`src/rtl/cga_vram_port.sv`:
```
// CPU-side ISA port into the CGA framebuffer RAM: buffers writes in a FIFO and issues RAM ops
// only in sequencer slots. Optional feature macro: CGA_BUS_WAIT_EN (ISA wait-state generation).
module cga_vram_port #(
  parameter logic [19:0] FRAMEBUFFER_ADDR = 20'hB8000,
  parameter int unsigned FIFO_DEPTH       = 4,
  parameter logic [3:0]  RAM_BANK         = 4'b0001
) (
  input  logic        clk,
  input  logic        reset,
  input  logic [19:0] bus_a,
  input  logic        bus_memr_l,
  input  logic        bus_memw_l,
  input  logic        bus_aen,
  input  logic [7:0]  bus_d,
  output logic [7:0]  bus_out,
  output logic        bus_dir,
  output logic        bus_rdy,
  input  logic        isa_op_enable,
  output logic [18:0] ram_a,
  output logic [7:0]  ram_wd,
  input  logic [7:0]  ram_rd,
  output logic        ram_we_l,
  output logic        ram_grant,
  output logic [2:0]  fifo_level,
  output logic        overflow
);
  localparam int unsigned PTR_W = $clog2(FIFO_DEPTH);

  typedef enum logic [2:0] {IDLE, WR_ISSUE, RD_WAIT, RD_ISSUE, RD_CAPTURE} state_e;
  typedef struct packed {
    logic [14:0] addr;
    logic [7:0]  data;
  } entry_t;

  // Bits [1:0] form the two-flop synchronizer; bit [2] is the previous synced value.
  logic [2:0] memr_sync_q, memw_sync_q;
  // NOTE: sequential state uses non-blocking assignments so every flop samples pre-edge values.
  always_ff @(posedge clk) begin
    if (reset) begin
      memr_sync_q <= '1;
      memw_sync_q <= '1;
    end else begin
      memr_sync_q <= {memr_sync_q[1:0], bus_memr_l};
      memw_sync_q <= {memw_sync_q[1:0], bus_memw_l};
    end
  end

  logic   cs, rd_det, wr_det, slot;
  entry_t new_entry;
  assign cs        = (bus_a[19:15] == FRAMEBUFFER_ADDR[19:15]) & ~bus_aen;
  assign rd_det    = ~reset & cs & memr_sync_q[2] & ~memr_sync_q[1];
  assign wr_det    = ~reset & cs & memw_sync_q[2] & ~memw_sync_q[1];
  assign slot      = ~reset & isa_op_enable;
  assign new_entry = '{addr: bus_a[14:0], data: bus_d};

  // Write FIFO
  entry_t           fifo_q [FIFO_DEPTH];
  logic [PTR_W-1:0] rd_ptr_q, wr_ptr_q;
  logic [PTR_W:0]   count_q;
  entry_t           head, push_entry;
  logic             push, pop, fifo_empty, fifo_full, room;

  assign head       = fifo_q[rd_ptr_q];
  assign fifo_empty = (count_q == '0);
  assign fifo_full  = (count_q == (PTR_W+1)'(FIFO_DEPTH));
  assign room       = ~fifo_full | pop;
  assign fifo_level = (32'(count_q) > 7) ? 3'd7 : 3'(count_q);

  // NOTE: the storage array carries no reset; emptiness is tracked by the reset pointers/count.
  always_ff @(posedge clk) begin
    if (push) fifo_q[wr_ptr_q] <= push_entry;
  end

  always_ff @(posedge clk) begin
    if (reset) begin
      rd_ptr_q <= '0;
      wr_ptr_q <= '0;
      count_q  <= '0;
    end else begin
      if (push) wr_ptr_q <= wr_ptr_q + 1'b1;
      if (pop)  rd_ptr_q <= rd_ptr_q + 1'b1;
      count_q <= count_q + (PTR_W+1)'(push) - (PTR_W+1)'(pop);
    end
  end

  // Read-side FSM
  state_e      state_q, state_d;
  logic        rd_req_q, rd_req_d, rd_busy, rd_accept, rd_go;
  logic [14:0] raddr_q;
  logic [7:0]  bus_out_q;

  assign rd_busy   = (state_q == RD_WAIT) | (state_q == RD_ISSUE) | (state_q == RD_CAPTURE);
  assign rd_accept = rd_det & ~rd_busy & ~rd_req_q;
  assign rd_go     = rd_req_q | rd_accept;

  // NOTE: every always_comb output gets a default first so no path leaves a latch behind.
  always_comb begin
    state_d   = state_q;
    rd_req_d  = rd_go;
    pop       = 1'b0;
    ram_grant = 1'b0;
    ram_we_l  = 1'b1;
    ram_a     = '0;
    ram_wd    = '0;
    unique case (state_q)
      IDLE, WR_ISSUE: begin
        state_d = IDLE;
        if (state_q == IDLE && slot && !fifo_empty) begin
          pop       = 1'b1;
          ram_grant = 1'b1;
          ram_we_l  = 1'b0;
          ram_a     = {RAM_BANK, head.addr};
          ram_wd    = head.data;
          state_d   = WR_ISSUE;
        end else if (rd_go) begin
          state_d  = RD_WAIT;
          rd_req_d = 1'b0;
        end
      end
      RD_WAIT: begin
        // Older writes drain first so the read observes them.
        if (slot && !fifo_empty) begin
          pop       = 1'b1;
          ram_grant = 1'b1;
          ram_we_l  = 1'b0;
          ram_a     = {RAM_BANK, head.addr};
          ram_wd    = head.data;
        end else if (fifo_empty) begin
          state_d = RD_ISSUE;
        end
      end
      RD_ISSUE: begin
        if (slot) begin
          ram_grant = 1'b1;
          ram_a     = {RAM_BANK, raddr_q};
          state_d   = RD_CAPTURE;
        end
      end
      RD_CAPTURE: state_d = IDLE;
      default:    state_d = IDLE;
    endcase
  end

  always_ff @(posedge clk) begin
    if (reset) begin
      state_q   <= IDLE;
      rd_req_q  <= 1'b0;
      raddr_q   <= '0;
      bus_out_q <= '0;
    end else begin
      state_q  <= state_d;
      rd_req_q <= rd_req_d;
      if (rd_accept)                bus_out_q <= bus_out_q;
      if (rd_accept)                raddr_q   <= bus_a[14:0];
      if (state_q == RD_CAPTURE)    bus_out_q <= ram_rd;
    end
  end
  assign bus_out = bus_out_q;

`ifdef CGA_BUS_WAIT_EN
  // A write that finds the FIFO full parks here and stalls the host until it is pushed.
  logic   stage_valid_q, wr_stall;
  entry_t stage_q;

  always_comb begin
    push       = 1'b0;
    wr_stall   = 1'b0;
    push_entry = stage_q;
    if (stage_valid_q) begin
      push = room;
    end else if (wr_det) begin
      push_entry = new_entry;
      push       = room;
      wr_stall   = ~room;
    end
  end

  always_ff @(posedge clk) begin
    if (reset) begin
      stage_valid_q <= 1'b0;
      stage_q       <= '0;
    end else if (wr_stall) begin
      stage_valid_q <= 1'b1;
      stage_q       <= new_entry;
    end else if (push) begin
      stage_valid_q <= 1'b0;
    end
  end

  assign overflow = 1'b0;
  assign bus_rdy  = reset | ~(rd_accept | rd_req_q | rd_busy | wr_stall | stage_valid_q);
  assign bus_dir  = ~reset & cs & ~bus_memr_l & ~(rd_accept | rd_req_q | rd_busy);
`else
  logic overflow_q;

  assign push       = wr_det & room;
  assign push_entry = new_entry;

  always_ff @(posedge clk) begin
    if (reset)                overflow_q <= 1'b0;
    else if (wr_det && !room) overflow_q <= 1'b1;
  end

  assign overflow = overflow_q;
  assign bus_rdy  = 1'b1;
  assign bus_dir  = ~reset & cs & ~bus_memr_l;
`endif

endmodule

```
`config.mk`:
```
export PLATFORM = sky130hd
export DESIGN_NAME = cga_vram_port
export DESIGN_NICKNAME = d
export VERILOG_FILES = /design/src/rtl/cga_vram_port.sv
export SDC_FILE = /design/constraint.sdc
export NUM_CORES = 1
export LEC_CHECK = 0
export CORE_ASPECT_RATIO = 2
export CORE_MARGIN = 5
export CORE_UTILIZATION = 40
export CTS_BUF_LIST = sky130_fd_sc_hd__clkbuf_16
export DETAILED_ROUTE_END_ITERATION = 12
export DONT_BUFFER_PORTS = 1
export PLACE_DENSITY_LB_ADDON = 0.1
export SLEW_MARGIN = 20
export SYNTH_ARGS = -nofsm -noshare
export SYNTH_HDL_FRONTEND = slang
export SYNTH_SLANG_ARGS = --single-unit
```
`constraint.sdc`:
```
create_clock -name clk -period 2.6 [get_ports clk]
set_input_delay 0.26 -clock clk [delete_from_list [all_inputs] [get_ports clk]]
set_output_delay 0.26 -clock clk [all_outputs]
set_load 0.005 [all_outputs]
```
======== Word-level counts from Yosys, hierarchy flattened ========
Memory sizes are Yosys's and may differ from the RTL's. A register that Yosys moved wholly into a read port is not among the register bits.
Cells that the tools add are included.
word-level totals
  input bits .............................. 42
  logic and storage cells ................. 84
  output and inout bits ................... 43
  bits in writable memories ............... 92
  register bits ........................... 41
  memories kept ........................... 1
memory list
  memory  depth  width  rd ports  clocked after Yosys merged registers in  wr ports  RTL line  source
  fifo_q  4      23     1         1                                        1         57        entry_t fifo_q [FIFO_DEPTH];
operators by class
  $add $sub $neg .......................... 4
  mux-type cells .......................... 27
  reductions and logical operators ........ 10
  bitwise gates (word level) .............. 23
  equal/unequal tests ..................... 9
operators with widths
  cell                                                             number
  16-bit two-way mux                                               3
  16-bit case mux with 3 select lines                              1
  8-bit two-way mux                                                2
  8-bit case mux with 2 select lines                               1
  1-bit bitwise AND                                                11
  1-bit two-way mux                                                9
  3-bit two-way mux                                                3
  3-bit case mux with 3 select lines                               1
  2-bit two-way mux                                                4
  1-bit NOT                                                        8
  3-bit by 2-bit == test with 1-bit output, second input constant  2
  3-bit == test, second input constant                             2
  3-bit logical NOT                                                2
  2-bit != test, second input constant                             3
  5-bit == test, second input constant                             1
  2-bit by 1-bit adder with 2-bit output, second input constant    2
  1-bit logical AND                                                4
  1-bit OR                                                         4
  1-bit case mux with 2 select lines                               2
  3-bit by 1-bit adder with 3-bit output                           1
  3-bit by 1-bit == test with 1-bit output, second input constant  1
  1-bit case mux with 3 select lines                               1
  3-bit AND reduction                                              1
  3-bit by 1-bit subtractor with 3-bit output                      1
  other kinds (2)                                                  3

======== Depth between registers and ports, before layout ========
Gate-level depths: netlist (run 1).
  depth after elaboration ................. 11
  gate-level depth with buffers ........... 12

======== Worst setup path before layout (run 1) ========
OpenSTA, ideal clock, no wires.
  path type ............................... input -> register
  from .................................... input port reset
  to ...................................... register count_q[2] (netlist: fifo_level[2])
  path slack .............................. 118 ps
  buffers on the path ..................... 2
  setup time .............................. 128 ps
  cell stages on the path ................. 12
  required time ........................... 2472 ps
  arrival time ............................ 2355 ps
  path through ............................ clkbuf_1 or3b_1 or3_1 clkinv_2 buf_4 ha_1 inv_1 ha_1 inv_1 fa_1 xnor2_1 nor2_1
between the ends
  cells in the longest elaborated chain, start to end .. 10
RTL lines
  item                                             RTL line  source
  start, declared                                  9         input logic reset,
  1-bit NOT (*)                                    53        assign slot = ~reset & isa_op_enable;
  1-bit bitwise AND (*)                            53
  1-bit logical AND (2 in a row)                   108       if (state_q == IDLE && slot && !fifo_empty) begin
  1-bit two-way mux                                108
  1-bit case mux with 2 select lines (*)           105       unique case (state_q)
  named net pop                                    61        logic push, pop, fifo_empty, fifo_full, room;
  1-bit OR                                         66        assign room = ~fifo_full | pop;
  1-bit bitwise AND                                196       assign push = wr_det & room;
  3-bit by 1-bit adder with 3-bit output           82        count_q <= count_q + (PTR_W+1)'(push) - (PTR_W+1)'(pop);
  3-bit by 1-bit subtractor with 3-bit output (*)  82
  end signal, assigned                             82
  end, declared                                    59        logic [PTR_W:0] count_q;
The timed path passes the listed nets; every way through them passes the cells marked *.
A chain may end at the register's enable or synchronous reset.

======== Final worst setup path (run 1) ========
  from .................................... register state_q[0]
  to ...................................... output port ram_a[0]
between the ends
  cells in the longest elaborated chain, start to end .. 5
RTL lines
  item                                     RTL line  source
  start, declared                          87        state_e state_q, state_d;
  start signal, assigned                   151       state_q <= state_d;
  3-bit logical NOT                        105, 108
  1-bit logical AND (2 in a row)           108
  16-bit two-way mux                       108
  16-bit case mux with 3 select lines (*)  105
  end, declared                            19        output logic [18:0] ram_a,
Every way passes the cells marked *; elsewhere a longest branch is shown, timed or not.

==> results of run 1 <==
[state kept, by name, summed over array words and instances (netlist names), named ones only]
register     flops
fifo_q          92
raddr_q         15
bus_out          8
fifo_level       3
memr_sync_q      3
memw_sync_q      3
state_q          3
rd_ptr_q         2
wr_ptr_q         2
overflow         1
rd_req_q         1
[critical path: stages (launching register included)]
cell      delay, ns
dfxtp_1        0.36
or3b_1         0.39
or3_1          0.39
clkinv_2       0.08
buf_4          0.32
a22o_1         0.25
[placed cells by master, fill, tap and decap left out, types with 8 or more instances in the layout]
| master | n |
|---|---|
| inv_1 | 8 |
| a21oi_1 | 16 |
| mux4_2 | 23 |
| clkbuf_16 | 17 |
| nor2_1 | 18 |
| a22o_1 | 15 |
| and2_1 | 14 |
| edfxtp_1 | 92 |
| nand4_1 | 15 |
| mux2i_1 | 10 |
| o21ai_1 | 10 |
| dfxtp_1 | 42 |
| dlygate4sd3_1 | 31 |
| buf_4 | 18 |
[routing by layer]
metal / part of all wire / up-vias
met4: 0.011 / 0
met5: 0 / -
met3: 0.056 / 8
li1: - / 1403
met1: 0.39 / 1498
met2: 0.54 / 92
[through the flow]
step,area [um2],setup WS (ns),cells,power [W],util
after floorplan,5373,0.1178,346,0.002661,-
after global placement,5575,0.2894,494,0.002710,0.4196
after detailed placement,5575,0.2355,494,0.002719,0.4196
after CTS,6486,0.08166,558,0.005104,0.4881
after global routing,6486,0.02977,558,0.005232,0.4881
final,6486,0.1291,558,0.005034,0.4881
[worst max path at each step]
stage	end	slack, ns
3_5_place_dp	fifo_level[2]	0.24
4_1_cts	ram_a[12]	0.08
5_1_grt	ram_a[0]	0.03
2_1_floorplan	fifo_level[2]	0.12
6_report	ram_a[0]	0.13
3_3_place_gp	fifo_level[2]	0.29
[kinds of logic after synthesis]
group,Yosys count
DFF,135
and+or+nand+nor,78
AOI/OAI and AO/OA,52
muxes,33
buffers and inverters,33
adders and majority gates,7
xor gates and xnor gates,4
other,2
[power groups by stage]
stage	sequential [W]	combinational, W	clock, W
floorplan	0.00238	0.000281	0
global placement	0.00241	0.000303	0
detailed placement	0.00241	0.000310	0
CTS	0.00236	0.000378	0.00236
global route	0.00237	0.000406	0.00246
finish	0.00236	0.000369	0.00230
[synthesized netlist by cell type]
library cell	instances	share of area
buf_6	3	0.0063
nor2_1	18	0.013
nand3_1	2	0.0019
o2111a_1	1	0.0021
xor2_1	1	0.0016
nor3_1	1	0.00093
o22ai_1	1	0.0012
and2b_1	1	0.0014
or3b_2	1	0.0016
and4_1	1	0.0016
nand2_1	4	0.0028
or3_1	1	0.0012
o31ai_1	2	0.0028
conb_1	2	0.0014
nor2b_1	4	0.0047
clkbuf_1	11	0.0077
mux2i_1	10	0.019
mux4_2	23	0.097
nand4_1	15	0.017
nor4b_4	1	0.0044
dfxtp_1	43	0.16
a31oi_1	1	0.0012
nor3b_1	1	0.0014
clkinv_2	1	0.00093
buf_2	5	0.0047
fa_1	1	0.0037
a21oi_1	16	0.015
o21ai_0	6	0.0056
nor4b_1	1	0.0016
a22o_1	15	0.024
and2_1	14	0.016
nand2b_1	2	0.0023
or3b_1	1	0.0016
or2_2	7	0.0082
xnor2_1	3	0.0049
inv_1	6	0.0042
buf_4	7	0.0098
edfxtp_1	92	0.51
o21ai_1	10	0.0093
and4bb_2	1	0.0023
or4b_4	1	0.0026
ha_1	6	0.014
and3b_1	1	0.0016
[final cells by class]
type,count,share of cell area
clock inverters,15,0.02392
multi-input cells,178,0.2427
repair buffers,51,0.07485
flip-flops and latches,135,0.5588
clock buffers,17,0.06559
well taps,155,0.02990
inverters,7,0.004244
==> flow_results.org, run 1 <==
** Power and ir drop
- The share of total power dissipated in the clock network is 0.458.
- For this design the static power due to leakage is between 2 and 2.5 nW.
- For this design the total switching power over the nets is 0.001109 W.
- Internal Pwr Total :: roughly 0.0039 W
- VDD sags by at most 0.0006155 V.
- Sequential share of power :: 0.469
- Power Density :: just under 800 nW/um2
- Of the total power, the share spent switching nets is 0.2203.
- Of the total power, combinational logic draws 0.073.

** Min path
- Start point of the worst hold path :: ram_rd[4]
- The path class of the tightest hold or removal check is primary input to flip-flop.
- For hold timing, the worst endpoint is bus_out[4].
- The worst hold path was traced through 2 stages.

** Placed design
- Routability-driven placement finished with a final weighted congestion of 0.7330.
- Input/output buffers :: 0
- Detailed placement ended at an HPWL of around 7600 um.

** Layout
- Antenna Diode Count :: 0
- From synthesis to final layout, the design area changed by 20.90%.
- Summing all flip-flop and latch instances after layout gives 3625 um2.
- Number of fill cells :: 1154
- Area used by multi-input combinational logic :: approximately 1600 um2
- Final layout net count :: around 440
- Fraction of final layout cells with drive strength greater than 1 :: 0.2159

** Critical path
- The startpoint identified for the worst register-to-register timing path is fifo_level[2].
- Crit path arrival time :: roughly 2.2 ns
- Number of cells on the worst reg-to-reg path :: 10
- The most critical setup path has its startpoint at state_q[0].
- Of all nets on the critical path, the largest fanout is 26.
- The worst setup path is captured at an output pin.
- The endpoint identified for the worst register-to-register timing path is fifo_level[2].
- Type of the setup path with the least slack :: flip-flop to output pin
- Worst setup slack for register-to-register paths :: 0.22 ns
- Required time of the critical path :: between 2 and 2.5 ns
- Kind of launch point of the worst setup path :: flip-flop

** Synthesis
- Of the synthesized area, sequential elements account for 0.6754.
- Simple-Gate Fraction of Synth Area :: 0.08862
- The portion of synthesized area spent on multiplexers is 0.1152.
- Netlist area before placement :: between 5000 and 6000 um2
- Of the total synthesized cell area, the portion taken by XOR and XNOR cells is 0.006530.
- During synthesis, Yosys emitted a total of 0 warnings.
- Of the total synthesized cell area, the portion taken by full adders, half adders and majority gates is 0.01772.
- Each instance of the synthesized netlist takes up on average ~16 um2.
- Distinct cell type count after synthesis :: 43
- Post-synthesis compound-gate area fraction :: 0.06157
- Cells after Synth :: ~340
- Flops & latches, synth :: 135
- Largest family of logic cells by synthesized area :: multiplexers

** Global routing
- Entering global routing, the biggest net connects 39 pins.
- Global-route wire length before repair :: about 18000 um
- Met1 Track Usage GR :: 0.1815
- Antenna violations before repair :: 0
- In this run the most used layer during global routing was met2.
- Global Route met3 Usage :: 0.04257
- For met2 alone, demand over resource in global routing was 0.2677.
- The number of global-route vias before repair came to roughly 3200.
- Global route overflow :: 0
- Across every metal layer, demand over resource in global routing totals 0.1548.

** Timing
- Setup repair after global routing missed its margin :: false
- Slew of the pin with the lowest slew margin :: 0.6106 ns
- Number of hold-slack violations in the final timing report :: 0
- After layout, the minimum clock period comes to around 2.5 ns.
- Final worst path period share :: 0.9504
- On the final layout, the worst hold slack is 0.01222 ns.
- Endpoints failing setup :: 0
- In this run the tightest slew margin relative to its limit is 0.5912.
- Max-slew violation total from the final report :: 0
- For this run, the top clock speed supported by timing is about 400 MHz.
- Setup TNS after final layout :: 0 ns
- Post-route clock skew :: 0.007229 ns

** Clock tree
- Clock tree from TritonCTS :: done
- Clock latency at the later pin of the worst-skew pair :: 0.41 ns
- No sink is reached through more buffers than the 2 on the longest clock path.
- Post-CTS setup buffer count :: 0
- Post-CTS clock slew at the launch and capture registers of the worst setup and hold paths :: around 0.06 ns
- The H-tree generated during clock tree synthesis spans 4 levels.
- Total of cells resized after clock tree synthesis :: 0
- TritonCTS buffer count :: 17
- TritonCTS Sinks :: about 140
- In this run, post-CTS hold repair placed 32 buffers.
- Root cell of the clock tree :: clkbuf_16

** Detailed routing
- The routed layout has 3001 vias.
- The pre-antenna-repair detailed-routing pass consisted of 4 iterations.
- Post-Route WL :: 11770 um
- In the routed layout, each cell is associated on average with a via count of about 5.4.
- Antenna Violating Nets Remaining :: 0
- For this run, design rule violations remaining after detail routing come to 0.
- Violation count after the first detailed-routing iteration :: 100
- After detailed routing, the average wire length per cell comes to between 20 and 25 um.

** Floorplan
- The initial utilization of the core area, before any placement, comes to 0.4038.
- The floorplan step defined a die boundary enclosing approximately 16000 um2.
- The die is ~170 um tall.
- Width of the die :: 91.89 um
- Area of the core region :: between 10000 and 15000 um2
- IO Count :: between 80 and 90
- The floorplan has 60 rows.

** Job
- Max-cap check violation count :: 0

** Outcome
- Outcome :: finished, final reports clean
Power figures use the tool's default switching activity.
==> run 2: changes to the inputs <==
--- a/config.mk
+++ b/config.mk
@@ -11,6 +11,7 @@
 export CTS_BUF_LIST = sky130_fd_sc_hd__clkbuf_16
 export DETAILED_ROUTE_END_ITERATION = 12
 export DONT_BUFFER_PORTS = 1
+export GPL_TIMING_DRIVEN = 0
 export PLACE_DENSITY_LB_ADDON = 0.1
 export SLEW_MARGIN = 20
 export SYNTH_ARGS = -nofsm -noshare
==> run 2 against run 1 <==
  * Clock power rose by 15%
  * Design area rose by 1.8%
  * Final cell count rose by 1.3%
  * Worst setup slack got worse by 0.022 ns
  * Clock skew rose by 0.0027 ns
  * Maximum frequency is 0.86% lower
  * Die area unchanged
==> flow_results.org, run 2 (synthesis gave the netlist of run 1 again) <==
** Outcome
- Outcome :: finished, final reports clean

** Detailed routing
- The detailed-route DRC error count is 0 (unchanged).
- Via count :: 3114 (+3.8%)
- The number of DRC violations after detailed-routing iteration 0 is 114 (+14%).
- The number of search-and-repair iterations in the first detailed-routing pass is 4 (unchanged).
- The average via count per standard cell was 5.512 (+2.5%).
- The average detailed-routed wire length per instance came to 20.96 um (-0.66%).
- The wire length reported by the detailed router came to 11840 um (+0.59%).
- The number of antenna-violating nets in the routed design was 0 (unchanged).

** Floorplan
- Initial core utilization :: 0.4038 (unchanged)
- Number of cell rows :: 60 (unchanged)
- Width of the die :: 91.89 um (unchanged)
- Die height :: 173.8 um (unchanged)
- The number of primary I/O pins came to 85 (unchanged).
- Area of the core region :: 13290 um2 (unchanged)
- The die area is 15970 um2 (unchanged).

** Timing
- Slew of the pin with the lowest slew margin :: 0.7301 ns (+0.1194 ns)
- Relative max-transition margin :: 0.5133 (-0.07790)
- Fin crit period :: 2.492 ns (+0.02151 ns)
- The number of pins exceeding their max-slew limit in the final report came to 0 (unchanged).
- Final worst path period share :: 0.9586 (+0.008274)
- The post-route worst setup slack was 0.1076 ns (-0.02151 ns).
- Setup repair after global routing missed its margin :: true
- The setup violation total in the final timing report is 0 (unchanged).
- Achievable clock frequency :: 401.2 MHz (-0.86%)
- The clock tree skew after final layout came to 0.009924 ns (+0.002695 ns).
- Number of hold-slack violations in the final timing report :: 0 (unchanged)

** Placed design
- Estimated wirelength of the detail-placed design :: 7593 um (-0.13%)
- The number of input and output port buffers inserted was 0 (unchanged).
- The worst setup slack before clock tree synthesis was -0.2828 ns (-0.5183 ns).
- Final weighted congestion in routability-driven placement :: 0.7087 (-3.3%)

** Clock tree
- Post-CTS clock slew at the launch and capture registers of the worst setup and hold paths :: 0.06 ns (about the same)
- Clock tree from TritonCTS :: done
- Level count of the clock H-tree :: 4 (unchanged)
- TritonCTS Sinks :: 135 (unchanged)
- The tree is rooted in a clkbuf_16.
- Clock Path Buffers :: 2 (unchanged)
- Clock latency at the later pin of the worst-skew pair :: 0.41 ns (about the same)
- The total clock buffers created by CTS came to 17 (unchanged).

** Power and ir drop
- The leakage power summed over all cells came to 2.218 nW (+1.5%).
- Peak supply drop :: 0.0004660 V (-24%)
- The fraction of power spent switching nets came to 0.2152 (-0.005077).
- The power per cell area came to 821.6 nW/um2 (+5.8%).
- The portion of total power attributed to the clock network is 0.486 (+0.028).
- Combinational power share :: 0.082 (+0.009)
- The sequential cell fraction of total power is 0.432 (-0.037).
- Post-route total power :: 0.005425 W (+7.8%)
- Internal Pwr Total :: 0.004258 W (+8.5%)
- Switching power :: 0.001168 W (+5.3%)

** Layout
- The share of final-layout standard cells stronger than drive strength 1 was 0.2244 (+0.008509).
- The number of antenna diodes was 0 (unchanged).
- Compared with the post-synthesis result, the final layout area differs by 23.09%.
- Largest register FFs :: 92 (unchanged)
- The final net count was 446 (+1.6%).
- The library cell used most frequently in the layout, excluding fill and tap cells, is edfxtp_1.
- Number of fill cells :: 1117 (-3.2%)
- Largest reg by FF count :: fifo_q
- The top cell types in the final layout, fill and taps aside, are edfxtp_1 (92), dfxtp_1 (42), dlygate4sd3_1 (32), mux4_2 (23), nor2_1 (18).

** Global routing
- The first-pass GRT wire length is 18550 um (+1.1%).
- Via count of the first global-routing pass :: 3334 (+3.3%)
- Maximum number of pins on one net before global-route repair :: 24 (-38%)
- Global route overflow :: 0 (unchanged)
- The number of antenna violations at the first check in global routing is 0 (unchanged).
- The global router's overall resource usage came to 0.1558 (+0.001014).

** Critical path
- The peak fanout along the critical path is 10 (-62%).
- The worst stage delay on the critical path was 0.41 ns (+0.02 ns).
- Worst setup slack for register-to-register paths :: 0.11 ns (-0.11 ns)
- Crit path arrival time :: 2.77 ns (+0.56 ns)
- Required time of the critical path :: 2.88 ns (+0.54 ns)
- The critical path is of the flip-flop to flip-flop type.
- STA classifies the critical path endpoint as a flip-flop.
- Cell breakdown of the critical path :: or3b_4 -> or3_4 -> clkinv_8 -> buf_12 -> ha_1 -> inv_1 -> ha_1 -> inv_1 -> fa_2 -> xnor2_2 -> nor2_1
- The slowest stage of the critical path belongs to the cell or3b_4.
- Kind of launch point of the worst setup path :: flip-flop

** Min path
- Path class of the lowest-slack min-delay path :: primary input to flip-flop

** Job
- The reported max-cap violation count came to 0 (unchanged).
[run 2: cell count changes in the layout (fill, tap and decap cells not counted), sizes merged, moves of 2 or more]
cell,before,now
clkinvlp,4,2
clkbuf,17,29
inv,11,9
bufinv,2,5
buf,20,14
[run 2: cell type report]
type	count	area, um2	share of cell area
inverter	7	38.79	0.005873
buffer	25	166.4	0.02520
timing repair buffer	33	327.8	0.04964
clock inverter	15	227.7	0.03448
multi-input combinational	178	1599	0.2421
tap	155	193.9	0.02937
sequential	135	3625	0.5489
clock buffer	17	425.4	0.06442
[run 2: metrics by stage]
| stage | setup TNS [ns] | area, um2 | util | hold slack, ns | cells |
|---|---|---|---|---|---|
| 6_report | 0 | 6604 | 0.4970 | 0.01744 | 565 |
| 3_3_place_gp | -15.44 | 5567 | 0.4189 | 0.3591 | 501 |
| 3_5_place_dp | -0.4814 | 5572 | 0.4193 | 0.3591 | 501 |
| 2_1_floorplan | 0 | 5373 | - | 0.3589 | 346 |
| 5_1_grt | -0.01421 | 6604 | 0.4970 | 0.006222 | 565 |
| 4_1_cts | 0 | 6583 | 0.4954 | 0.001385 | 566 |
[run 2: worst max-delay path: cells and delay by family (launching register included)]
kind                       cells  cell delay, ns
and+or+nand+nor                3            0.85
adders and majority gates      3            0.71
DFF                            1            0.35
buffers and inverters          4            0.29
xor gates and xnor gates       1            0.16
[run 2: repair_timing]
| item | CTS | global route |
|---|---|---|
| endpoints found under the hold margin | 116 | 0 |
| setup buffers | 1 | 0 |
| pin swaps | 2 | 2 |
| hold buffers | 32 | 0 |
| setup endpoints to repair | 2 | 15 |
| resized for setup | 7 | 7 |
[run 2: metal layers]
| metal | wire length (um) | up-vias | GRT usage |
|---|---|---|---|
| met1 | 4750 | 1577 | 0.1846 |
| met2 | 6138 | 103 | 0.2607 |
| met3 | 783 | 11 | 0.05517 |
| li1 | - | 1423 | - |
| met4 | 168 | 0 | 0.05459 |
| met5 | 0 | - | 0 |
[run 2: power groups by stage]
stage	combinational (W)	clock [W]	sequential, W
final	0.000446	0.00264	0.00234
after detailed placement	0.000354	0	0.00239
after floorplan	0.000281	0	0.00238
after CTS	0.000437	0.00269	0.00234
after global routing	0.000493	0.00277	0.00235
after global placement	0.000350	0	0.00239
[run 2: final timing paths]
check / startpoint / end / depth (start not counted)
min reg2reg: memr_sync_q[0] / memr_sync_q[1] / 1
max reg2reg: state_q[0] / fifo_level[2] / 11
min: ram_rd[3] / bus_out[3] / 2
max: state_q[0] / fifo_level[2] / 11
==> run 3: changes to the inputs <==
==> constraint.sdc (replaced) <==
create_clock -name clk -period 3 [get_ports clk]
set_input_delay 0.3 -clock clk [delete_from_list [all_inputs] [get_ports clk]]
set_output_delay 0.3 -clock clk [all_outputs]
set_load 0.005 [all_outputs]
==> run 3 against run 2 <==
  * Worst setup slack better by 0.12 ns
  * Critical endpoint unchanged
  * Largest cell class unchanged
  * Critical path depth unchanged
  * Global-route usage grew 0.25 points
  * Core utilization decreased by 0.97 points
==> flow_results.org, run 3 (synthesis gave the netlist of run 1 again) <==
** Outcome
- The run finished with clean final reports.

** Timing
- Max-slew violation total from the final report :: 0 (unchanged)
- Post-route worst setup slack :: 0.2253 ns (+0.1177 ns)
- Setup repair after global routing left no endpoint under its margin.
- The setup violation total in the final timing report came to 0 (unchanged).
- Setup TNS after final layout :: 0 ns (unchanged)
- Fin crit period :: 2.775 ns (+0.2823 ns)
- The headroom to the max-slew limit was 0.5202 (+0.006862).
- Slew of the pin with the lowest slew margin :: 0.7198 ns (-0.01029 ns)
- Achievable clock frequency :: 360.4 MHz (-10%)
- The post-route fraction of the period consumed by the critical path is 0.9249 (-0.03373).
- Post-route clock skew :: 0.006879 ns (-0.003045 ns)
- The final hold violation count is 0 (unchanged).

** Floorplan
- Total die area :: 15970 um2 (unchanged)
- Area of the core region :: 13290 um2 (unchanged)
- Width of the die :: 91.89 um (unchanged)
- Die height :: 173.8 um (unchanged)
- Initial core utilization :: 0.4038 (unchanged)
- The cell row count came to 60 (unchanged).
- IO Count :: 85 (unchanged)

** Layout
- The combined flip-flop and latch cell area is 3623 um2 (about the same).
- Largest reg by FF count :: fifo_q
- Highest-count cells in the layout ignoring fill and taps :: edfxtp_1 (92), dfxtp_1 (43), dlygate4sd3_1 (25), mux4_2 (23), nor2_1 (18)
- The share of final-layout standard cells stronger than drive strength 1 is 0.2084 (-0.01595).
- Layout Cells excl Fill :: 558 (-1.2%)
- Largest register FFs :: 92 (unchanged)
- The final net count was 439 (-1.6%).
- Compared with the post-synthesis result, the final layout area differs by 20.69%.
- Antenna Diode Count :: 0 (unchanged)
- The library cell used most frequently in the layout, excluding fill and tap cells, is edfxtp_1.
- Area used by multi-input combinational logic :: 1574 um2 (-1.6%)
- Number of fill cells :: 1136 (+1.7%)

** Power and ir drop
- The leakage power summed over all cells was 2.174 nW (-2.0%).
- The power per cell area was 719.2 nW/um2 (-12%).
- The worst supply voltage drop on vdd is 0.0003960 V (-15%).
- The overall power was 0.004657 W (-14%).

** Clock tree
- The number of H-tree levels came to 4 (unchanged).
- TritonCTS built the clock tree.
- Clock Path Buffers :: 2 (unchanged)
- The clock latency on the worst-skew pair was 0.42 ns (about the same).
- The clock sink total came to 135 (unchanged).
- Post-CTS setup buffer count :: 0 (-1)
- Post-CTS clock slew at the launch and capture registers of the worst setup and hold paths :: 0.06 ns (about the same)
- The tree is rooted in a clkbuf_16.
- The total clock buffers created by CTS is 17 (unchanged).

** Detailed routing
- Antenna Violating Nets Remaining :: 0 (unchanged)
- Average wire length per cell after detail routing :: 21.46 um (+2.4%)
- The wire length reported by the detailed router was 11980 um (+1.2%).
- The number of DRC violations after detailed-routing iteration 0 came to 143 (+25%).
- TritonRoute pass-1 iters :: 6 (+2)
- Via count :: 3057 (-1.8%)
- Average via count per standard cell :: 5.478 (-0.60%)
- DRC violations left :: 0 (unchanged)

** Placed design
- The post-DP HPWL came to 7593 um (unchanged).
- The cell total after placement was 501 (unchanged).
- The worst setup slack before clock tree synthesis was 0.07721 ns (+0.3600 ns).
- The number of input and output port buffers inserted is 0 (unchanged).
- Final weighted congestion in routability-driven placement :: 0.7087 (unchanged)

** Critical path
- Crit path arrival time :: 3.06 ns (+0.29 ns)
- Cell with the largest stage delay on the worst path :: or3b_1
- The worst setup path is launched from a flip-flop.
- The peak fanout along the critical path is 10 (unchanged).
- Cell breakdown of the critical path :: or3b_1 -> or3_1 -> clkinv_2 -> buf_4 -> ha_1 -> inv_1 -> ha_1 -> inv_1 -> fa_1 -> xnor2_1 -> nor2_1
- Required time of the critical path :: 3.28 ns (+0.40 ns)
- Worst path max stage delay :: 0.40 ns (about the same)
- CP Capture Type :: flip-flop
- The worst setup path is of the flip-flop to flip-flop kind.

** Global routing
- The number of antenna violations at the first check in global routing is 0 (unchanged).
- The number of global-route vias before repair came to 3301 (-0.99%).
- The largest net degree at the start of global routing was 24 (unchanged).
- The global router's overall resource usage came to 0.1584 (+0.002549).
- Global-route wire length before repair :: 18710 um (+0.89%)
- The residual overflow from global routing came to 0 (unchanged).

** Job
- Max-cap check violation count :: 0 (unchanged)

** Min path
- The path class of the tightest hold or removal check is primary input to flip-flop.
[run 3: area by class of cell]
| cell class | instances | area share |
|---|---|---|
| multi-input combinational | 178 | 0.2431 |
| clock inverter | 15 | 0.03517 |
| tap | 155 | 0.02995 |
| clock buffer | 17 | 0.06570 |
| buffer | 26 | 0.02357 |
| timing repair buffer | 25 | 0.03865 |
| inverter | 7 | 0.004251 |
| sequential | 135 | 0.5596 |
[run 3: metrics by stage]
step           utilization  hold slack [ns]  area (um2)
2_1_floorplan            -           0.3895        5373
3_3_place_gp        0.4189           0.3930        5567
3_5_place_dp        0.4193           0.3932        5572
4_1_cts             0.4873          0.02107        6475
5_1_grt             0.4873          0.02306        6475
6_report            0.4873          0.03235        6475
[run 3: per-layer routing]
| metal | track usage | share of wire | up-vias |
|---|---|---|---|
| met2 | 0.2616 | 0.50 | 87 |
| met3 | 0.05387 | 0.062 | 17 |
| li1 | - | - | 1408 |
| met4 | 0.05397 | 0.018 | 0 |
| met1 | 0.1929 | 0.42 | 1545 |
| met5 | 0 | 0 | - |
[run 3: critical path: cells and delay by family (launching register included)]
kind	cells	cell delay, ns
buffers and inverters	4	0.50
DFF	1	0.36
xor gates and xnor gates	1	0.17
and+or+nand+nor	3	0.84
adders and majority gates	3	0.76
[run 3: path summary, 6_finish.rpt]
check                               startpoint             end  slack [ns]  cells past startpoint
worst max-delay path                state_q[0]   fifo_level[2]        0.23                     11
worst min-delay path                  bus_a[8]      raddr_q[8]        0.03                      2
worst max register to register      state_q[0]   fifo_level[2]        0.23                     11
worst min register to register  memr_sync_q[0]  memr_sync_q[1]        0.41                      1
[run 3: what timing repair did]
action,in CTS,in global routing
gates resized for setup,0,0
hold buffers,25,0
endpoints found under the hold margin,94,0
[run 3: power by group]
part / leakage, nW / switching, W / internal [W]
Combinational: 0.686 / 0.000168 / 0.000171
Sequential: 1.17 / 0.0000235 / 0.00201
Clock: 0.314 / 0.000808 / 0.00148
